**src/rtl/irq_ctrl_if.sv**
```systemverilog
`default_nettype none
// ============================================================================
// Module   : irq_ctrl_if
// Brief    : Register-slave handshake bundle for the interrupt controller.
// Revision : 1.0
// ============================================================================
interface irq_ctrl_if;
  logic        reg_valid_i;
  logic [7:0]  reg_addr_i;
  logic [31:0] reg_wdata_i;
  logic [3:0]  reg_wstrb_i;
  logic [31:0] reg_rdata_o;
  logic        reg_ready_o;

  modport master (
    output reg_valid_i, reg_addr_i, reg_wdata_i, reg_wstrb_i,
    input  reg_rdata_o, reg_ready_o
  );

  modport slave (
    input  reg_valid_i, reg_addr_i, reg_wdata_i, reg_wstrb_i,
    output reg_rdata_o, reg_ready_o
  );
endinterface
`default_nettype wire

```
**src/rtl/irq_ctrl.sv**
```systemverilog
`default_nettype none
// ============================================================================
// Module   : irq_ctrl
// Brief    : Edge/level interrupt controller with W1C pending and claim register.
// Revision : 1.0
// ============================================================================
module irq_ctrl #(
  parameter int NUM_IRQ = 32,
  parameter bit SYNC_EN = 1'b1
) (
  input  wire                clk_i,
  input  wire                rst_n_i,
  input  wire  [NUM_IRQ-1:0] irq_src_i,
  irq_ctrl_if.slave          bus,
  output logic [31:0]        irq_o,
  output logic               irq_any_o
);

  localparam logic [31:0] c_IMPL = (NUM_IRQ >= 32) ? 32'hFFFF_FFFF
                                                   : ((32'd1 << NUM_IRQ) - 32'd1);
  localparam logic [5:0] c_IDX_PEND  = 6'd0;
  localparam logic [5:0] c_IDX_ENA   = 6'd1;
  localparam logic [5:0] c_IDX_TYPE  = 6'd2;
  localparam logic [5:0] c_IDX_POL   = 6'd3;
  localparam logic [5:0] c_IDX_CLAIM = 6'd4;

  typedef enum logic [0:0] {
    ST_IDLE = 1'b0,
    ST_ACK  = 1'b1
  } state_t;

  state_t      r_state;
  logic        r_ready;
  logic [31:0] r_rdata;
  logic [31:0] r_pend;
  logic [31:0] r_prev;
  logic [31:0] r_ena;
  logic [31:0] r_type;
  logic [31:0] r_pol;
  logic [31:0] r_irq;
  logic        r_irq_any;

  logic [31:0] w_src;
  logic [31:0] w_s;
  logic [31:0] w_rise;
  logic        w_accept;
  logic        w_wr;
  logic        w_rd;
  logic [5:0]  w_idx;
  logic [31:0] w_wmask;
  logic [31:0] w_pe;
  logic        w_claim_hit;
  logic [4:0]  w_claim_id;
  logic [31:0] w_claim_val;
  logic [31:0] w_claim_clr;
  logic [31:0] w_w1c;
  logic [31:0] w_pend_nxt;
  logic [31:0] w_rdval;
  logic        w_unused;

  generate
    if (SYNC_EN) begin : g_sync
      logic [NUM_IRQ-1:0] r_meta;
      logic [NUM_IRQ-1:0] r_sync;
      always_ff @(posedge clk_i or negedge rst_n_i) begin
        if (!rst_n_i) begin
          r_meta <= '0;
          r_sync <= '0;
        end else begin
          r_meta <= irq_src_i;
          r_sync <= r_meta;
        end
      end
      assign w_src = 32'(r_sync);
    end else begin : g_nosync
      assign w_src = 32'(irq_src_i);
    end
  endgenerate

  assign w_s    = (w_src ^ r_pol) & c_IMPL;
  assign w_rise = w_s & ~r_prev;

  assign w_accept = (r_state == ST_IDLE) && bus.reg_valid_i && !r_ready;
  assign w_wr     = w_accept && (bus.reg_wstrb_i != 4'b0000);
  assign w_rd     = w_accept && (bus.reg_wstrb_i == 4'b0000);
  assign w_idx    = bus.reg_addr_i[7:2];
  assign w_wmask  = {{8{bus.reg_wstrb_i[3]}}, {8{bus.reg_wstrb_i[2]}},
                     {8{bus.reg_wstrb_i[1]}}, {8{bus.reg_wstrb_i[0]}}} & c_IMPL;
  assign w_unused = ^bus.reg_addr_i[1:0];

  assign w_pe = r_pend & r_ena;

  // Scan downwards so the last hit is the lowest active id.
  always_comb begin
    w_claim_hit = 1'b0;
    w_claim_id  = '0;
    for (int i = NUM_IRQ - 1; i >= 0; i--) begin
      if (w_pe[i]) begin
        w_claim_hit = 1'b1;
        w_claim_id  = 5'(i);
      end
    end
  end

  assign w_claim_val = w_claim_hit ? {26'd0, {1'b0, w_claim_id} + 6'd1} : 32'd0;
  assign w_claim_clr = (w_rd && (w_idx == c_IDX_CLAIM) && w_claim_hit)
                     ? (32'd1 << w_claim_id) : 32'd0;
  assign w_w1c       = (w_wr && (w_idx == c_IDX_PEND))
                     ? (bus.reg_wdata_i & w_wmask) : 32'd0;

  // Edge sources: a new edge beats any clear in the same cycle.
  assign w_pend_nxt = ((r_type & ((r_pend & ~(w_w1c | w_claim_clr)) | w_rise))
                    | (~r_type & w_s)) & c_IMPL;

  always_comb begin
    w_rdval = '0;
    case (w_idx)
      c_IDX_PEND:  w_rdval = r_pend;
      c_IDX_ENA:   w_rdval = r_ena;
      c_IDX_TYPE:  w_rdval = r_type;
      c_IDX_POL:   w_rdval = r_pol;
      c_IDX_CLAIM: w_rdval = w_claim_val;
      default:     w_rdval = '0;
    endcase
  end

  always_ff @(posedge clk_i or negedge rst_n_i) begin
    if (!rst_n_i) begin
      r_pend    <= '0;
      r_prev    <= '0;
      r_ena     <= '0;
      r_type    <= '0;
      r_pol     <= '0;
      r_irq     <= '0;
      r_irq_any <= 1'b0;
    end else begin
      r_prev <= w_s;
      r_pend <= w_pend_nxt;
      if (w_wr && (w_idx == c_IDX_ENA))
        r_ena <= (r_ena & ~w_wmask) | (bus.reg_wdata_i & w_wmask);
      if (w_wr && (w_idx == c_IDX_TYPE))
        r_type <= (r_type & ~w_wmask) | (bus.reg_wdata_i & w_wmask);
      if (w_wr && (w_idx == c_IDX_POL))
        r_pol <= (r_pol & ~w_wmask) | (bus.reg_wdata_i & w_wmask);
      r_irq     <= r_pend & r_ena;
      r_irq_any <= |(r_pend & r_ena);
    end
  end

  always_ff @(posedge clk_i or negedge rst_n_i) begin
    if (!rst_n_i) begin
      r_state <= ST_IDLE;
      r_ready <= 1'b0;
      r_rdata <= '0;
    end else begin
      if (r_state == ST_IDLE) begin
        if (w_accept) begin
          r_state <= ST_ACK;
          r_ready <= 1'b1;
          r_rdata <= w_rd ? w_rdval : 32'd0;
        end
      end else begin
        r_state <= ST_IDLE;
        r_ready <= 1'b0;
        r_rdata <= '0;
      end
    end
  end

  assign bus.reg_ready_o = r_ready;
  assign bus.reg_rdata_o = r_rdata;
  assign irq_o           = r_irq;
  assign irq_any_o       = r_irq_any;

endmodule
`default_nettype wire
```
**src/flat_wrapper.sv**
```systemverilog
// flat-port wrapper written by rule: the top's interface ports become plain ports
module irq_ctrl_flat 
#(
  parameter int NUM_IRQ = 32,
  parameter bit SYNC_EN = 1'b1
)
  (clk_i, rst_n_i, irq_src_i, irq_o, irq_any_o, bus_reg_valid_i, bus_reg_addr_i, bus_reg_wdata_i, bus_reg_wstrb_i, bus_reg_rdata_o, bus_reg_ready_o);
  irq_ctrl_if bus_i ();
  input  wire clk_i;
  input  wire rst_n_i;
  input  wire  [NUM_IRQ-1:0] irq_src_i;
  output logic [31:0] irq_o;
  output logic irq_any_o;
  input wire logic [$bits(bus_i.reg_valid_i)-1:0] bus_reg_valid_i;
  input wire logic [$bits(bus_i.reg_addr_i)-1:0] bus_reg_addr_i;
  input wire logic [$bits(bus_i.reg_wdata_i)-1:0] bus_reg_wdata_i;
  input wire logic [$bits(bus_i.reg_wstrb_i)-1:0] bus_reg_wstrb_i;
  output wire logic [$bits(bus_i.reg_rdata_o)-1:0] bus_reg_rdata_o;
  output wire logic [$bits(bus_i.reg_ready_o)-1:0] bus_reg_ready_o;
  assign bus_i.reg_valid_i = bus_reg_valid_i;
  assign bus_i.reg_addr_i = bus_reg_addr_i;
  assign bus_i.reg_wdata_i = bus_reg_wdata_i;
  assign bus_i.reg_wstrb_i = bus_reg_wstrb_i;
  assign bus_reg_rdata_o = bus_i.reg_rdata_o;
  assign bus_reg_ready_o = bus_i.reg_ready_o;
  irq_ctrl #(.NUM_IRQ(NUM_IRQ), .SYNC_EN(SYNC_EN)) u_core (.clk_i(clk_i), .rst_n_i(rst_n_i), .irq_src_i(irq_src_i), .bus(bus_i), .irq_o(irq_o), .irq_any_o(irq_any_o));
endmodule
```
**config.mk**
```make
export PLATFORM = sky130hd
export DESIGN_NAME = irq_ctrl_flat
export DESIGN_NICKNAME = d
export VERILOG_FILES = /design/src/rtl/irq_ctrl_if.sv /design/src/rtl/irq_ctrl.sv /design/src/flat_wrapper.sv
export SDC_FILE = /design/constraint.sdc
export NUM_CORES = 1
export LEC_CHECK = 0
export ABC_AREA = 1
export BUFFER_PORTS_ARGS = -buffer_cell sky130_fd_sc_hd__clkbuf_2
export CAP_MARGIN = 25
export CELL_PAD_IN_SITES_DETAIL_PLACEMENT = 1
export CELL_PAD_IN_SITES_GLOBAL_PLACEMENT = 2
export CORE_MARGIN = 3
export CORE_UTILIZATION = 37
export DETAILED_ROUTE_END_ITERATION = 8
export PLACE_DENSITY = 0.81
export SLEW_MARGIN = 10
export SYNTH_ARGS = -nofsm -noshare
export SYNTH_HDL_FRONTEND = slang
export SYNTH_SLANG_ARGS = --single-unit
export TNS_END_PERCENT = 30
```
**constraint.sdc**
```tcl
create_clock -name clk_i -period 3.3 [get_ports clk_i]
set_input_delay 0.33 -clock clk_i [delete_from_list [all_inputs] [get_ports clk_i]]
set_output_delay 0.33 -clock clk_i [all_outputs]
set_load 0.01 [all_outputs]
```
==> results_dict.tcl <==
set metrics [dict create \
    rsz0062_at_grt "true" \
    fp.dieH_um 183 \
    power.total_w 0.00754 \
    syn_nets 1239 \
    placed_area_um2 13000 \
    place_hpwl_um 24700 \
    gp_congestion 0.861 \
    worstPathRequired_ns 3.74 \
    vias 9144 \
    ant_nets 0 \
    antenna_found_initial 0 \
    clock_skew_ns 0.0159 \
    fin_crit_sh 0.976 \
    hold_class "primary input to register" \
    avgSynthCellArea_um2 10.1 \
    cellLeakagePower_nw 7.32 \
    cts_tree "yes" \
    yosysWarnings 0 \
    drt_wl_total_um 35700 \
    nets 1446 \
    hold-worst-slack_ns 0.0592 \
    hold_viol_final 0 \
    fp.dieW_um 183 \
    setup_viol 0 \
    yosys.area.top_type_share 0.627 \
    drc 0 \
    area_growth_syn_to_layout_pct 26.4 \
    core.rowCount 64 \
    slew_viol_final 0 \
    drive_gt1_frac 0.241 \
    start_util 0.378 \
    clkSinkCount 291 \
    p_per_area_nw_per_um2 514 \
    io_pins 145 \
    cap_violations 0 \
    cts_buffers 31 \
    worstSetupPathType "register to register" \
    max_freq_mhz 311 \
    ys_seq_elements 291 \
    ys_seq_area_frac 0.627 \
    grt_first_pass_wirelength_um 55600 \
    cp.arrival_ns 3.66 \
    dr.first_iter.drc_count 513 \
    layout_commonest_cell "dfrtp_1" \
    n_fill_cell 3457 \
    clk_latency_ns 0.56 \
    startpoint_type "register" \
    max_slew.worst_pin.slew_ns 0.750 \
    path_max_fanout 4 \
    cp-end-kind "register" \
    core-area_um2 30700 \
    htreeDepth 1 \
    synth_top_area_cell "dfrtp_1" \
    netlist_top_cells_area "dfrtp_1, nand2_1, o21ai_1" \
    grt_pass1_vias 9933 \
    fin_util 0.477 \
    period_needed_ns 3.22 \
    synth_area_um2 11600 \
    overflow 0 \
    dieArea_um2 33500 \
    track_usage 0.213 \
    port_buffers 142 \
    syn_inst 1154 \
    grt_start_max_net_pins 75 \
    clk_path_buf_depth 3 \
    clock-root-buffer "clkbuf_16" \
    cts.clk_slew.worst_paths_ns 0.06 \
    vias_per_cell 5.14 \
    first_pass_iters 5 \
    wl_per_cell_um 20.0 \
    antenna_cells 0 \
    final_cell_area_um2 14700 \
    peakVddDrop_mv 0.369 \
    maxSlewHeadroom 0.500 \
    status "complete, no violations" \
    layout_common_cells "dfrtp_1, nand2_1, o21ai_1, clkbuf_2, inv_1" \
    yosysUniqueCellTypes 33 \
]
[routing by layer]
metal  up-vias  routed length (um)  track usage
met3        46                1460       0.0292
met2       203               17700        0.368
li1       4260                   -            -
met1      4635               15700        0.283
met4         0                 784       0.0573
met5         -                   0            0
[power breakdown]
part	internal (W)	switching (W)
Sequential	0.00365	0.0000420
Combinational	0.000104	0.000186
Clock	0.00212	0.00143
Total	0.00588	0.00166
[path summary, 6_finish.rpt]
path | from | to | slack (ns) | depth (start not counted)
min in group asynchronous | rst_n_i | u_core.g_sync.r_meta[15] | 0.34 | 2
min reg2reg | u_core.g_sync.r_meta[3] | u_core.g_sync.r_sync[3] | 0.35 | 0
max in group asynchronous | rst_n_i | u_core.r_pend[5] | 2.12 | 3
max reg2reg | u_core.r_pend[31] | u_core.r_pend[30] | 0.08 | 23
max | u_core.r_pend[31] | u_core.r_pend[30] | 0.08 | 23
min | bus_reg_valid_i | u_core.bus.reg_ready_o | 0.06 | 3
[worst max-delay path, stage by stage, from the launching register on]
cell	delay, ns
dfrtp_1	0.37
nand2_2	0.07
buf_4	0.13
buf_4	0.12
nand2_1	0.10
a31oi_1	0.09
nor2_1	0.15
nor2_1	0.06
nor2_1	0.09
nor2_1	0.05
nor2_1	0.08
nor2_1	0.04
nor2_1	0.09
nor2_1	0.05
nor2_1	0.15
o211ai_1	0.17
nand3_1	0.11
nand3_1	0.16
inv_1	0.19
ha_2	0.22
inv_4	0.07
nor3_4	0.20
nand2_2	0.11
a32o_1	0.23
[area by class of cell]
type / count / area, um2 / area share
Clock buffer: 41 / 853 / 0.0581
Clock inverter: 15 / 186 / 0.0127
Inverter: 118 / 465 / 0.0317
Multi-Input combinational cell: 705 / 4000 / 0.273
Sequential cell: 291 / 7280 / 0.496
Tap cell: 396 / 495 / 0.0338
Timing Repair Buffer: 214 / 1390 / 0.0950
[per-stage QoR]
stage | TNS [ns] | instances | worst slack, ns
6_report | 0 | 1780 | 0.0800
5_1_grt | -5.84 | 1780 | -0.215
4_1_cts | -0.296 | 1776 | -0.0450
3_5_place_dp | -0.250 | 1686 | -0.0510
3_3_place_gp | -0.0797 | 1686 | -0.0617
2_1_floorplan | 0 | 1154 | 0.478
[cells in the mapped netlist]
cell type and n:
buf_2 2, o31ai_1 1, nor3_1 16, nand2_4 5, inv_1 98, o21ai_0 7
nor2_1 32, a22o_1 3, o21ai_1 141, dlygate4sd1_1 1, o2111ai_1 7, a31oi_1 29
clkinv_1 1, inv_2 17, ha_1 6, o211ai_1 2, a21oi_1 3, clkbuf_4 1
buf_1 2, nand3_1 26, xor2_1 33, nand2_2 27, inv_8 1, a22oi_1 10
nand4_1 3, nor4_1 4, a221oi_1 21, clkbuf_1 34, nand2_1 296, o221ai_1 1
clkinv_4 1, a32o_1 32, dfrtp_1 291
[kinds of logic after synthesis]
family	count (synthesis)	synth area share
DFF	291	0.627
buffers and inverters	158	0.0531
and+or+nand+nor	409	0.147
AOI/OAI and AO/OA	257	0.141
adders and majority gates	6	0.00647
xor gates and xnor gates	33	0.0249
[timing repair]
action | CTS | global route
setup endpoints to repair | 20 | 35
resized for setup | 8 | 57
pin swaps | 2 | 35
hold buffers | 33 | 0
endpoints found under the hold margin | 101 | 0
buffers inserted | 1 | 4
Power figures use the tool's default switching activity.
